### config.mk
export PLATFORM = sky130hd
export DESIGN_NAME = ifft8_seq_flat
export DESIGN_NICKNAME = d
export VERILOG_FILES = /design/src/rtl/ifft8_seq_if.sv /design/src/rtl/ifft8_seq.sv /design/src/flat_wrapper.sv
export SDC_FILE = /design/constraint.sdc
export NUM_CORES = 1
export LEC_CHECK = 0
export ABC_CLOCK_PERIOD_IN_PS = 11700
export CAP_MARGIN = 20
export CELL_PAD_IN_SITES_DETAIL_PLACEMENT = 0
export CELL_PAD_IN_SITES_GLOBAL_PLACEMENT = 1
export CORE_UTILIZATION = 30
export DETAILED_ROUTE_END_ITERATION = 16
export PLACE_DENSITY_LB_ADDON = 0.05
export SLEW_MARGIN = 40
export SYNTH_ARGS = -nofsm -noshare
export SYNTH_HDL_FRONTEND = slang
export SYNTH_SLANG_ARGS = --single-unit
### constraint.sdc
create_clock -name clk -period 11.7 [get_ports clk]
set_input_delay 2.34 -clock clk [delete_from_list [all_inputs] [get_ports clk]]
set_output_delay 2.34 -clock clk [all_outputs]
set_load 0.02 [all_outputs]
### src/rtl/ifft8_seq_if.sv
// Streaming handshake bundle for the 8-point IFFT: sample-in channel, sample-out channel, busy flag.
interface ifft8_seq_if;
  logic              in_valid;
  logic signed [7:0] in_re;
  logic signed [7:0] in_im;
  logic              in_ready;
  logic              out_valid;
  logic signed [7:0] out_re;
  logic signed [7:0] out_im;
  logic              out_ready;
  logic              busy;

  modport master (
    output in_valid, in_re, in_im, out_ready,
    input  in_ready, out_valid, out_re, out_im, busy
  );

  modport slave (
    input  in_valid, in_re, in_im, out_ready,
    output in_ready, out_valid, out_re, out_im, busy
  );
endinterface

### src/rtl/ifft8_seq.sv
// Sequential 8-point radix-2 DIT inverse FFT: load 8 samples bit-reversed, run one
// in-place butterfly per cycle for 12 cycles, then stream x[n]/8 out with saturation.
module ifft8_seq (
  input  logic       clk,
  input  logic       rst_n,
  ifft8_seq_if.slave io
);
  typedef enum logic [1:0] {LOAD, COMPUTE, OUTPUT} state_t;

  state_t             state_q, state_d;
  logic [3:0]         cnt_q, cnt_d;
  logic               in_ready_q, in_ready_d;
  logic               out_valid_q, out_valid_d;
  logic               busy_q, busy_d;
  logic signed [7:0]  out_re_q, out_re_d, out_im_q, out_im_d;

  logic signed [11:0] buf_re_q [8];
  logic signed [11:0] buf_im_q [8];
  logic signed [11:0] buf_re_d [8];
  logic signed [11:0] buf_im_d [8];

  logic [2:0]         ld_idx, ia, ib;
  logic [1:0]         tw_k;
  logic signed [7:0]  tw_c, tw_s;
  logic signed [11:0] a_re, a_im, b_re, b_im, t_re, t_im;
  logic signed [20:0] prod_re, prod_im;

  // Butterfly schedule: {a index, b index, twiddle index} for step 0..11.
  function automatic logic [7:0] bf_map(input logic [3:0] step);
    case (step)
      4'd0:    return {3'd0, 3'd1, 2'd0};
      4'd1:    return {3'd2, 3'd3, 2'd0};
      4'd2:    return {3'd4, 3'd5, 2'd0};
      4'd3:    return {3'd6, 3'd7, 2'd0};
      4'd4:    return {3'd0, 3'd2, 2'd0};
      4'd5:    return {3'd1, 3'd3, 2'd2};
      4'd6:    return {3'd4, 3'd6, 2'd0};
      4'd7:    return {3'd5, 3'd7, 2'd2};
      4'd8:    return {3'd0, 3'd4, 2'd0};
      4'd9:    return {3'd1, 3'd5, 2'd1};
      4'd10:   return {3'd2, 3'd6, 2'd2};
      4'd11:   return {3'd3, 3'd7, 2'd3};
      default: return {3'd0, 3'd1, 2'd0};
    endcase
  endfunction

  function automatic logic signed [7:0] tw_cos(input logic [1:0] k);
    case (k)
      2'd0:    return 8'sd64;
      2'd1:    return 8'sd45;
      2'd2:    return 8'sd0;
      default: return -8'sd45;
    endcase
  endfunction

  function automatic logic signed [7:0] tw_sin(input logic [1:0] k);
    case (k)
      2'd0:    return 8'sd0;
      2'd2:    return 8'sd64;
      default: return 8'sd45;
    endcase
  endfunction

  // Divide by 8 with floor, then clamp into the 8-bit output range.
  function automatic logic signed [7:0] scale_sat(input logic signed [11:0] v);
    logic signed [8:0] s;
    s = $signed(v[11:3]);
    if (s > 9'sd127)       return 8'sd127;
    else if (s < -9'sd128) return -8'sd128;
    else                   return s[7:0];
  endfunction

  always_comb begin
    state_d  = state_q;
    cnt_d    = cnt_q;
    buf_re_d = buf_re_q;
    buf_im_d = buf_im_q;

    ld_idx = {cnt_q[0], cnt_q[1], cnt_q[2]};
    {ia, ib, tw_k} = bf_map(cnt_q);
    tw_c = tw_cos(tw_k);
    tw_s = tw_sin(tw_k);
    a_re = buf_re_q[ia];
    a_im = buf_im_q[ia];
    b_re = buf_re_q[ib];
    b_im = buf_im_q[ib];
    prod_re = 21'(b_re) * 21'(tw_c) - 21'(b_im) * 21'(tw_s);
    prod_im = 21'(b_re) * 21'(tw_s) + 21'(b_im) * 21'(tw_c);
    t_re = prod_re[17:6];
    t_im = prod_im[17:6];

    case (state_q)
      LOAD: begin
        if (io.in_valid) begin
          buf_re_d[ld_idx] = {{4{io.in_re[7]}}, io.in_re};
          buf_im_d[ld_idx] = {{4{io.in_im[7]}}, io.in_im};
          if (cnt_q == 4'd7) begin
            state_d = COMPUTE;
            cnt_d   = 4'd0;
          end else begin
            cnt_d = cnt_q + 4'd1;
          end
        end
      end
      COMPUTE: begin
        buf_re_d[ia] = a_re + t_re;
        buf_im_d[ia] = a_im + t_im;
        buf_re_d[ib] = a_re - t_re;
        buf_im_d[ib] = a_im - t_im;
        if (cnt_q == 4'd11) begin
          state_d = OUTPUT;
          cnt_d   = 4'd0;
        end else begin
          cnt_d = cnt_q + 4'd1;
        end
      end
      OUTPUT: begin
        if (io.out_ready) begin
          if (cnt_q == 4'd7) begin
            state_d = LOAD;
            cnt_d   = 4'd0;
          end else begin
            cnt_d = cnt_q + 4'd1;
          end
        end
      end
      default: begin
        state_d = LOAD;
        cnt_d   = 4'd0;
      end
    endcase

    // Outputs are registered from the next-state view so they line up with state_q.
    in_ready_d  = (state_d == LOAD);
    out_valid_d = (state_d == OUTPUT);
    busy_d      = (state_d != LOAD);
    out_re_d    = out_valid_d ? scale_sat(buf_re_d[cnt_d[2:0]]) : 8'sd0;
    out_im_d    = out_valid_d ? scale_sat(buf_im_d[cnt_d[2:0]]) : 8'sd0;
  end

  always_ff @(posedge clk or negedge rst_n) begin
    if (!rst_n) begin
      state_q     <= LOAD;
      cnt_q       <= 4'd0;
      in_ready_q  <= 1'b1;
      out_valid_q <= 1'b0;
      busy_q      <= 1'b0;
      out_re_q    <= 8'sd0;
      out_im_q    <= 8'sd0;
    end else begin
      state_q     <= state_d;
      cnt_q       <= cnt_d;
      in_ready_q  <= in_ready_d;
      out_valid_q <= out_valid_d;
      busy_q      <= busy_d;
      out_re_q    <= out_re_d;
      out_im_q    <= out_im_d;
    end
  end

  always_ff @(posedge clk) begin
    for (int i = 0; i < 8; i++) begin
      buf_re_q[i] <= buf_re_d[i];
      buf_im_q[i] <= buf_im_d[i];
    end
  end

  assign io.in_ready  = in_ready_q;
  assign io.out_valid = out_valid_q;
  assign io.busy      = busy_q;
  assign io.out_re    = out_re_q;
  assign io.out_im    = out_im_q;
endmodule

### src/flat_wrapper.sv
// flat-port wrapper written by rule: the top's interface ports become plain ports
module ifft8_seq_flat 
  (clk, rst_n, io_in_valid, io_in_re, io_in_im, io_out_ready, io_in_ready, io_out_valid, io_out_re, io_out_im, io_busy);
  ifft8_seq_if io_i ();
  input  logic clk;
  input  logic rst_n;
  input wire logic [$bits(io_i.in_valid)-1:0] io_in_valid;
  input wire logic [$bits(io_i.in_re)-1:0] io_in_re;
  input wire logic [$bits(io_i.in_im)-1:0] io_in_im;
  input wire logic [$bits(io_i.out_ready)-1:0] io_out_ready;
  output wire logic [$bits(io_i.in_ready)-1:0] io_in_ready;
  output wire logic [$bits(io_i.out_valid)-1:0] io_out_valid;
  output wire logic [$bits(io_i.out_re)-1:0] io_out_re;
  output wire logic [$bits(io_i.out_im)-1:0] io_out_im;
  output wire logic [$bits(io_i.busy)-1:0] io_busy;
  assign io_i.in_valid = io_in_valid;
  assign io_i.in_re = io_in_re;
  assign io_i.in_im = io_in_im;
  assign io_i.out_ready = io_out_ready;
  assign io_in_ready = io_i.in_ready;
  assign io_out_valid = io_i.out_valid;
  assign io_out_re = io_i.out_re;
  assign io_out_im = io_i.out_im;
  assign io_busy = io_i.busy;
  ifft8_seq u_core (.clk(clk), .rst_n(rst_n), .io(io_i));
endmodule
Word level (Yosys, flattened, before mapping)

Memories as Yosys holds them, arrays and structs flattened.
Index checks and enable logic that the tools add are counted.

Word-level logic and storage cells: 121
Bits of input ports: 20
Latch bits: 0
Bits in writable memories: 0
Memories: 1
Bits in registers: 217
ROM bits: 128
Output and inout bits: 19

Memories:

| name             | depth | width | rd ports | clocked after Yosys merged registers in | wr ports | line            | RTL |
|---|---|---|---|---|---|---|---|
| (name not given) | 16    | 8     | 1        | 0                                       | 0        | ifft8_seq.sv:30 | `case (step)` |

Order comparisons: 11
Add/sub/neg operators: 7
Div/mod/pow operators: 0
Multiply operators: 4
Equal/unequal tests: 9
Bitwise gates (word level): 4
Reductions and logical operators: 8
Mux-type cells: 53
Shift operators: 0

Operators by type and width:

| cell                                                                             | count |
|---|---|
| 96-bit bitwise mux                                                               | 6 |
| 96-bit one-hot mux with 2 select lines                                           | 2 |
| 12-bit binary-select mux with 3-bit select                                       | 6 |
| 96-bit two-way mux                                                               | 2 |
| 12-bit two-way mux                                                               | 15 |
| 12-bit demux with 3-bit select                                                   | 3 |
| 12-bit by 8-bit multiplier with 18-bit output                                    | 4 |
| 8-bit two-way mux                                                                | 6 |
| 12-bit adder                                                                     | 2 |
| 8-bit one-hot mux with 3 select lines                                            | 1 |
| 12-bit subtractor                                                                | 2 |
| 18-bit adder                                                                     | 1 |
| 9-bit by 8-bit greater-than comparator with 1-bit output (second input constant) | 2 |
| 9-bit by 8-bit less-than comparator with 1-bit output (second input constant)    | 2 |
| 18-bit subtractor                                                                | 1 |
| 4-bit >= comparator (second input constant)                                      | 4 |
| 4-bit two-way mux                                                                | 4 |
| 3-bit NOT with 4-bit output                                                      | 4 |
| 7-bit one-hot mux with 2 select lines                                            | 1 |
| 4-bit by 1-bit less-than comparator with 1-bit output (second input constant)    | 3 |
| 4-bit one-hot mux with 3 select lines                                            | 1 |
| 2-bit two-way mux                                                                | 5 |
| 2-bit equality test (second input constant)                                      | 3 |
| 2-bit zero test                                                                  | 3 |
| other kinds (9)                                                                  | 13 |

Longest topological paths before layout

Gate-level depths: netlist (run 1).
An unclocked memory read counts as a cell.

Word-level depth: 18
Mapped depth: 49
Depth with buffers taken out: 45

Worst setup path after synthesis (run 1)

OpenSTA, ideal clock, no wires.

Path kind: reg2reg
Start point: register u_core.cnt_q[0]
End point: register u_core.out_im_q[0] (netlist: u_core.io.out_im[0])
Data required time: 11635 ps
Path slack: 1113 ps
Setup time: 65 ps
Data arrival time: 10521 ps
Stages on the path, launching flop included: 45
Path buffers: 5
Period minus slack after synthesis: 10587 ps
Path through: dfrtp_1 -> buf_4 -> inv_2 -> clkbuf_1 -> nand2_1 -> o21ai_0 -> clkbuf_1 -> clkbuf_1 -> clkbuf_1 -> nand3_1 -> o211ai_1 -> inv_1 -> nand2_1 -> inv_1 -> fa_1 -> ha_1 -> inv_1 -> fa_1 -> [9 not listed] -> a31o_2 -> a31o_2 -> a21oi_1 -> o21bai_1 -> a21oi_1 -> o21bai_1 -> xor2_1 -> ha_1 -> or3_1 -> o21ai_0 -> a211oi_1 -> o31ai_1 -> xor2_1 -> a221oi_1 -> a2111oi_2 -> o22ai_1 -> o41ai_4 -> o21a_1

Cells in the longest elaborated chain, start to end: 18
Elaborated cells between the ends (all ways): 67
Those cells by class: 4 x add/sub; 2 x mul; 8 x order compare; 5 x eq/ne; 39 x mux; 4 x bitwise; 4 x reduce/logical; 1 x memory

Ends and longest elaborated chain:

| what                                                                 | line                                               | RTL |
|---|---|---|
| from (decl)                                                          | ifft8_seq.sv:11                                    | `logic [3:0] cnt_q, cnt_d;` |
| from (signal assigned)                                               | ifft8_seq.sv:152                                   | `cnt_q <= cnt_d;` |
| memory read 16 x 8 bit                                               | --                                                 |  |
| 3-bit NOT with 4-bit output (not written as such)                    | ifft8_seq.sv:85, ifft8_seq.sv:86, ifft8_seq.sv:109 |  |
| 12-bit binary-select mux with 3-bit select, on equally long branches | ifft8_seq.sv:85, ifft8_seq.sv:86                   |  |
| 12-bit two-way mux, on equally long branches (2 in a row)            | ifft8_seq.sv:85, ifft8_seq.sv:86                   |  |
| 12-bit by 8-bit multiplier with 18-bit output                        | ifft8_seq.sv:88                                    | `prod_im = 21'(b_re) * 21'(tw_s) + 21'(b_im) * 21'(tw_c);` |
| 18-bit adder                                                         | ifft8_seq.sv:88                                    |  |
| 12-bit adder                                                         | ifft8_seq.sv:107                                   | `buf_im_d[ia] = a_im + t_im;` |
| 96-bit bitwise mux                                                   | ifft8_seq.sv:107                                   |  |
| 96-bit bitwise mux                                                   | ifft8_seq.sv:109                                   | `buf_im_d[ib] = a_im - t_im;` |
| 96-bit one-hot mux with 2 select lines                               | ifft8_seq.sv:92                                    | `case (state_q)` |
| 12-bit binary-select mux with 3-bit select                           | ifft8_seq.sv:138                                   | `out_im_d = out_valid_d ? scale_sat(buf_im_d[cnt_d[2:0]]) : 8'sd0;` |
| 12-bit two-way mux (not written as such) (2 in a row)                | ifft8_seq.sv:138                                   |  |
| 9-bit by 8-bit less-than comparator with 1-bit output                | ifft8_seq.sv:69                                    | `else if (s < -9'sd128) return -8'sd128;` |
| 8-bit two-way mux                                                    | ifft8_seq.sv:69                                    |  |
| 8-bit two-way mux                                                    | ifft8_seq.sv:68                                    | `if (s > 9'sd127) return 8'sd127;` |
| 8-bit two-way mux *                                                  | ifft8_seq.sv:138                                   |  |
| net u_core.out_im_d[0]                                               | ifft8_seq.sv:15                                    | `logic signed [7:0] out_re_q, out_re_d, out_im_q, out_im_d;` |
| to (signal assigned)                                                 | ifft8_seq.sv:157                                   | `out_im_q <= out_im_d;` |
| to (decl)                                                            | ifft8_seq.sv:15                                    |  |

The timed path passes the listed nets; every way through them passes the cells marked *. The select of a mux whose other input is x is not followed.
A chain may end at the register's enable or synchronous reset.

Final worst setup path (run 1)

Start point: register u_core.cnt_q[0]
End point: register u_core.out_im_q[1] (netlist: u_core.io.out_im[1])

The elaborated chain is that of the path after synthesis.

==> results of run 1 <==
[cell families (layout without fill, tap and decap cells)]
family	after synthesis	count (layout)
DFF	217	217
buffers and inverters	675	735
muxes	64	64
xor gates and xnor gates	95	95
AOI/OAI and AO/OA	1011	1011
adders and majority gates	461	461
other	0	2
and+or+nand+nor	770	770
[per-layer routing]
| layer | wire length, µm | global-route usage | vias to the layer above |
|---|---|---|---|
| li1 | - | - | 11600 |
| met1 | 65300 | 0.453 | 13700 |
| met2 | 59500 | 0.455 | 1618 |
| met3 | 14300 | 0.0732 | 360 |
| met4 | 7610 | 0.144 | 2 |
| met5 | 7 | 0 | - |
[layout make-up]
class | count | share of cell area
well taps | 1165 | 0.0472
repair buffers | 217 | 0.0588
multi-input cells | 2401 | 0.647
clock buffers | 43 | 0.0272
flip-flops and latches | 217 | 0.161
clock inverters | 9 | 0.00264
inverters | 466 | 0.0568
diodes | 2 | 0.000162
[worst min path at each step]
stage                        start                   to  slack (ns)
6_report        u_core.buf_im_q[8]   u_core.buf_im_q[8]        0.54
5_1_grt         u_core.buf_re_q[4]   u_core.buf_re_q[4]        0.56
4_1_cts        u_core.buf_re_q[90]  u_core.buf_re_q[90]        0.53
3_5_place_dp    u_core.buf_im_q[6]   u_core.buf_im_q[6]        0.50
3_3_place_gp    u_core.buf_im_q[6]   u_core.buf_im_q[6]        0.49
2_1_floorplan  u_core.buf_im_q[11]  u_core.buf_im_q[11]        0.46
[stage by stage]
stage	instance area, µm²	hold slack [ns]	utilization	instances	worst slack, ns
finish	30900	0.545	0.347	4520	0.615
global route	30900	0.559	0.347	4518	0.00369
CTS	30700	0.533	0.346	4515	0.0197
detailed placement	29800	0.505	0.335	4463	0.0976
global placement	29600	0.495	0.333	4456	0.258
floorplan	27100	0.458	-	3293	1.11
[cells in the mapped netlist, types with 7 or more instances]
library cell    n
nor3_1         59
o32ai_1         9
o21a_1         24
nand2_1       249
a211oi_1       19
and3_1          7
o221a_2        15
xor2_1         24
o21ai_0       199
o22a_1          7
a31oi_1        35
buf_2           9
a22oi_1        29
edfxtp_1       48
nor2_1        288
dfxtp_1       144
o211ai_1       41
inv_1         459
nand3_1        39
nand2b_1       24
o21ai_1        12
a211o_1        38
o22ai_1        93
buf_1          20
fa_1          252
clkbuf_1      176
ha_1          209
a2111oi_0       8
a21o_1         12
o221ai_1       37
or2_2          12
o31ai_1        13
and2_1         33
xnor2_1        67
mux2i_1        56
a221o_1        64
dfrtp_1        24
o21bai_1       20
a221oi_1       70
or3_1          23
a21oi_1       208
nor2b_1        11
[timing repair]
item,in CTS,in global routing
resized for setup,0,20
setup buffers,0,3
hold buffers,0,0
setup endpoints to repair,0,16
==> results by group, run 1 <==
Drt
  • Vias/cell: 6.05
  • Total Wirelength: 147 mm
  • Routed Antenna Nets: 0
  • Vias: 27,300
  • Wire per inst: about 32 µm
  • Drt first pass iters: 7
  • Initial DRC Count: slightly above 3,000
  • Drt drc: 0

Global route
  • GRT Overall Usage: 0.319
  • First-pass GRT wire length: 208 mm
  • Initial antenna violation count: 4
  • Largest net degree at the start of global routing: 130
  • Grt ovf: 0
  • Number of global-route vias before repair: between 20,000 and 30,000

Worst setup path
  • CP bufs+invs: 10
  • Cells on worst reg2reg path: 43
  • CP Class: flop to flop
  • Worst r2r src: u_core.cnt_q[0]
  • Slowest stage cell on the critical path: dfrtp_2
  • CP max FO: 20
  • WP data arrival: 11.63 ns
  • CP delay by family, top: compound AO/OA/AOI/OAI gates
  • Crit end category: flop
  • Req. time, crit path: 12.24 ns
  • Top cell by count, worst path: inv_1
  • Worst reg2reg endpoint: u_core.io.out_im[1]
  • R2R setup slack: 0.62 ns
  • CP Depth: 43
  • CP peak stage delay: 0.52 ns
  • Crit path capture: u_core.io.out_im[1]
  • CP Launch Type: flop
  • CP Launch Point: u_core.cnt_q[0]

Clock tree
  • CTS tree: done
  • Number of buffers created by CTS: 28
  • Root Driver: clkbuf_16
  • CTS max path bufs: 3
  • CTS Sinks: 217
  • Clock Latency Late Sink: a little over 0.6 ns
  • H-tree depth: 1
  • Worst-path clk slew: 0.08 ns

Synth
  • Simple-gate share of the synthesized area: 0.125
  • Synth area leaders: fa_1 19%, dfxtp_1 11%, ha_1 9.6%
  • Synth Instances: between 3,000 and 4,000
  • Post-synth EDFFs: 48
  • Register area share after synthesis: 0.183
  • Syn Nets: 3,774
  • Post-synthesis mux area share: 0.0257
  • Syn avg cell area: between 8 and 9 µm²
  • Post-synthesis cell type count: 96
  • Yosys top cell by area: fa_1
  • Yosys Warn Count: 0
  • Post-Synth XOR/XNOR Area: 0.0330
  • FF+latch count, synth: 217
  • Share of the synthesized area in the top cell type: 0.186
  • Main combinational cell family by area after synthesis: adder cells
  • Ys async rst share: 0.115
  • Post-Syn Area: around 27,000 µm²
  • Leading register cell type out of synthesis: dfxtp_1
  • Adder-cell share of the synthesized area: 0.282
  • Synth Area in Compound Gates: 0.257

Die
  • I/O pin count: 39
  • Core region area: 88,900 µm²
  • FP Rows: 109
  • Die ar.: between 90,000 and 100,000 µm²
  • Initial Utilization: 0.305
  • Width of the chip: 303 µm
  • DIE HEIGHT: 303 µm

Cells and area
  • Nets: approximately 3,800
  • Register Area: 4960 µm²
  • Commonest cells after routing, fill and taps aside: 457 x inv_1, 269 x nor2_1, 252 x fa_1, 245 x nand2_1, 209 x ha_1
  • Fraction of layout cells with a size suffix above 1: 0.106
  • Layout fillers: 9,339
  • Area Growth Syn to Fin: 13.8%
  • Area taken by multi-input logic gates: between 15,000 and 20,000 µm²
  • Most common cell after layout, fill and taps aside: inv_1

Placement
  • PortBufs: 38
  • Detailed Place HPWL: 108 mm
  • Global placement routability congestion: 0.941

Timing
  • Max-slew violations: 0
  • Hold Fails Final Rpt: 0
  • Max transition margin: 0.356
  • Setup violations, final: 0
  • Worst-margin pin slew: 0.966 ns
  • Fmax achieved: 90.2 MHz
  • Setup TNS: 0 ns
  • Period utilisation layout: 0.947
  • Tmin final: 11.08 ns
  • RSZ-0062 raised after global routing: no
  • Skew final: roughly 0.052 ns

Hold path
  • Hold path cells: 1
  • Hold Crit Class: flop to flop

Flow run
  • Max-Cap Viols: 0

Run status
  • Outcome: finished, final reports clean
Power of run 1 is not shown: default switching activity piles up to over one toggle a cycle in this logic, so the estimate is an artifact.
==> inputs of run 2 (changes only) <==
--- a/config.mk
+++ b/config.mk
@@ -5,6 +5,7 @@
 export SDC_FILE = /design/constraint.sdc
 export NUM_CORES = 1
 export LEC_CHECK = 0
+export ABC_AREA = 1
 export ABC_CLOCK_PERIOD_IN_PS = 11700
 export CAP_MARGIN = 20
 export CELL_PAD_IN_SITES_DETAIL_PLACEMENT = 0
==> run 2 against run 1 <==
  * Die area up 2.6%
  * Via count is 3.6% higher
  * Synthesized area up 2.6%
  * Fmax up 1.1%
  * Sequential share of layout area shrank 0.31 points
  * Register-to-register slack improved by 0.13 ns
  * Design area is 1.9% higher
  * Critical path depth is 3 higher
  * Highest routed layer unchanged
==> results by group, run 2 <==
Worst setup path
  • Slowest stage cell on the critical path: dfrtp_2
  • Crit end category: flop
  • CP peak stage delay: 0.55 ns
  • CP Class: flop to flop
  • WP data arrival: 11.47 ns
  • CP Launch Type: flop
  • Cells on worst reg2reg path: 46
  • CP max FO: 19
  • Req. time, crit path: 12.21 ns

Synth
  • Top post-synthesis cells by count: 719 x inv_1, 681 x nand2_1, 267 x o21ai_0, 265 x nor2_1, 252 x fa_1
  • Syn avg cell area: 7.31 µm²
  • Yosys top cell by area: fa_1
  • Ys async rst share: 0.115
  • Post-Syn Area: 27,800 µm²
  • Synth Instances: 3,806
  • FF+latch count, synth: 217
  • Register area share after synthesis: 0.178
  • Most common cell in the netlist: inv_1
  • Syn Nets: roughly 4,300
  • Yosys Warn Count: 0
  • Synth area leaders: fa_1 18%, dfxtp_1 10%, inv_1 9.7%
  • Share of the synthesized area in the top cell type: 0.181
  • Post-synth EDFFs: 48
  • Leading register cell type out of synthesis: dfxtp_1
  • Post-synthesis cell type count: between 50 and 60

Timing
  • Skew final: approximately 0.028 ns
  • Worst-margin pin slew: ~0.95 ns
  • Tmin final: 10.96 ns
  • Setup TNS: 0 ns
  • Period utilisation layout: 0.937
  • Fmax achieved: roughly 91 MHz
  • Max transition margin: 0.363
  • RSZ-0062 raised after global routing: no
  • Hold Fails Final Rpt: 0
  • Setup violations, final: 0
  • Max-slew violations: 0

Cells and area
  • Antenna cell count: 0
  • Fraction of layout cells with a size suffix above 1: 0.0798
  • Layout fillers: roughly 10,000
  • Commonest cells after routing, fill and taps aside: 715 x inv_1, 678 x nand2_1, 265 x o21ai_0, 252 x nor2_1, 252 x fa_1
  • Area Growth Syn to Fin: 13.0%
  • Nets: 4,319
  • Most common cell after layout, fill and taps aside: inv_1

Global route
  • Number of global-route vias before repair: about 28,000
  • First-pass GRT wire length: 209 mm
  • GRT Overall Usage: 0.309
  • Initial antenna violation count: 2
  • Largest net degree at the start of global routing: 56
  • Grt ovf: 0

Drt
  • Drt drc: 0
  • Drt first pass iters: 6
  • Vias/cell: 5.55
  • Vias: 28,300
  • Initial DRC Count: 2,938
  • Wire per inst: 28.7 µm
  • Total Wirelength: between 100 and 150 mm
  • Routed Antenna Nets: 0

Die
  • I/O pin count: 39
  • DIE HEIGHT: a little over 300 µm
  • Initial Utilization: 0.303
  • Core region area: 91,800 µm²
  • FP Rows: 111
  • Die ar.: between 90,000 and 100,000 µm²
  • Width of the chip: between 300 and 400 µm

Placement
  • Global placement routability congestion: 0.921
  • PortBufs: 38
  • Detailed Place HPWL: around 110 mm

Clock tree
  • Root Driver: clkbuf_16
  • H-tree depth: 1
  • CTS Sinks: 217
  • CTS max path bufs: 3
  • CTS tree: done
  • Number of buffers created by CTS: 30
  • Clock Latency Late Sink: 0.62 ns
  • Worst-path clk slew: roughly 0.06 ns
  • Setup bufs post-CTS: 0

Hold path
  • Hold path cells: 2
  • Hold Crit Class: flop to flop

Run status
  • Outcome: finished, final reports clean

Flow run
  • Max-Cap Viols: 0
-- run 2: cell count changes in the layout (fill, tap and decap cells not counted), moves of 64 or more --
cell / change
o2111ai_1: +71
a221o_1: -64
o21ai_0: +73
nand2_1: +433
o221ai_1: +68
inv_1: +258
nand3_1: +129
-- run 2: path summary, 6_finish.rpt --
path	end	startpoint	slack [ns]
max reg2reg	u_core.io.out_re[2]	u_core.cnt_q[2]	0.74
max in group asynchronous	u_core.cnt_q[2]	rst_n	9.23
min	u_core.buf_re_q[46]	u_core.buf_re_q[46]	0.51
min reg2reg	u_core.buf_re_q[46]	u_core.buf_re_q[46]	0.51
min in group asynchronous	u_core.io.out_valid	rst_n	2.14
max	u_core.io.out_re[2]	u_core.cnt_q[2]	0.74
-- run 2: metal layers --
| metal | vias to the layer above | track usage | share of wire |
|---|---|---|---|
| met5 | - | 0 | 0.00029 |
| met4 | 4 | 0.135 | 0.050 |
| met3 | 313 | 0.0358 | 0.067 |
| met2 | 1236 | 0.516 | 0.46 |
| met1 | 14100 | 0.402 | 0.42 |
| li1 | 12700 | - | - |
-- run 2: area by class of cell --
class,count,area [µm²],area share
clock buffers,44,926,0.0294
clock inverters,12,164,0.00521
inverters,740,2790,0.0887
multi-input cells,2672,19600,0.623
flip-flops and latches,217,4950,0.158
well taps,1243,1560,0.0495
repair buffers,177,1450,0.0462
-- run 2: stage by stage --
stage | util | std cells | area [µm²] | setup slack [ns] | hold slack, ns
floorplan | - | 3806 | 27800 | 2.85 | 0.450
global placement | 0.329 | 5047 | 30200 | 0.645 | 0.486
detailed placement | 0.331 | 5049 | 30300 | 0.630 | 0.485
CTS | 0.342 | 5105 | 31400 | 0.620 | 0.500
global route | 0.343 | 5105 | 31400 | 0.191 | 0.525
finish | 0.343 | 5105 | 31400 | 0.741 | 0.506
-- run 2: cell families (layout without fill, tap and decap cells) --
family / after synthesis / after routing / share of synthesized area
and+or+nand+nor: 1223 / 1223 / 0.187
AOI/OAI and AO/OA: 919 / 919 / 0.211
buffers and inverters: 917 / 973 / 0.127
adders and majority gates: 461 / 461 / 0.275
DFF: 217 / 217 / 0.178
xor gates and xnor gates: 69 / 69 / 0.0217
-- run 2: worst max-delay path, delay by kind of cell (launching register included) --
kind,cells,cell delay [ns]
fa+ha+maj,8,3.59
simple gates,19,3.07
compound gates,8,1.79
buf+inv,10,1.55
flops,1,0.55
xor+xnor,1,0.28
-- run 2: repair_timing --
action                     4_1_cts  5_1_grt
gates resized for setup          0        1
setup endpoints to repair        0       14
hold buffers                     0        0
Power of run 2 is left out for the same reason.
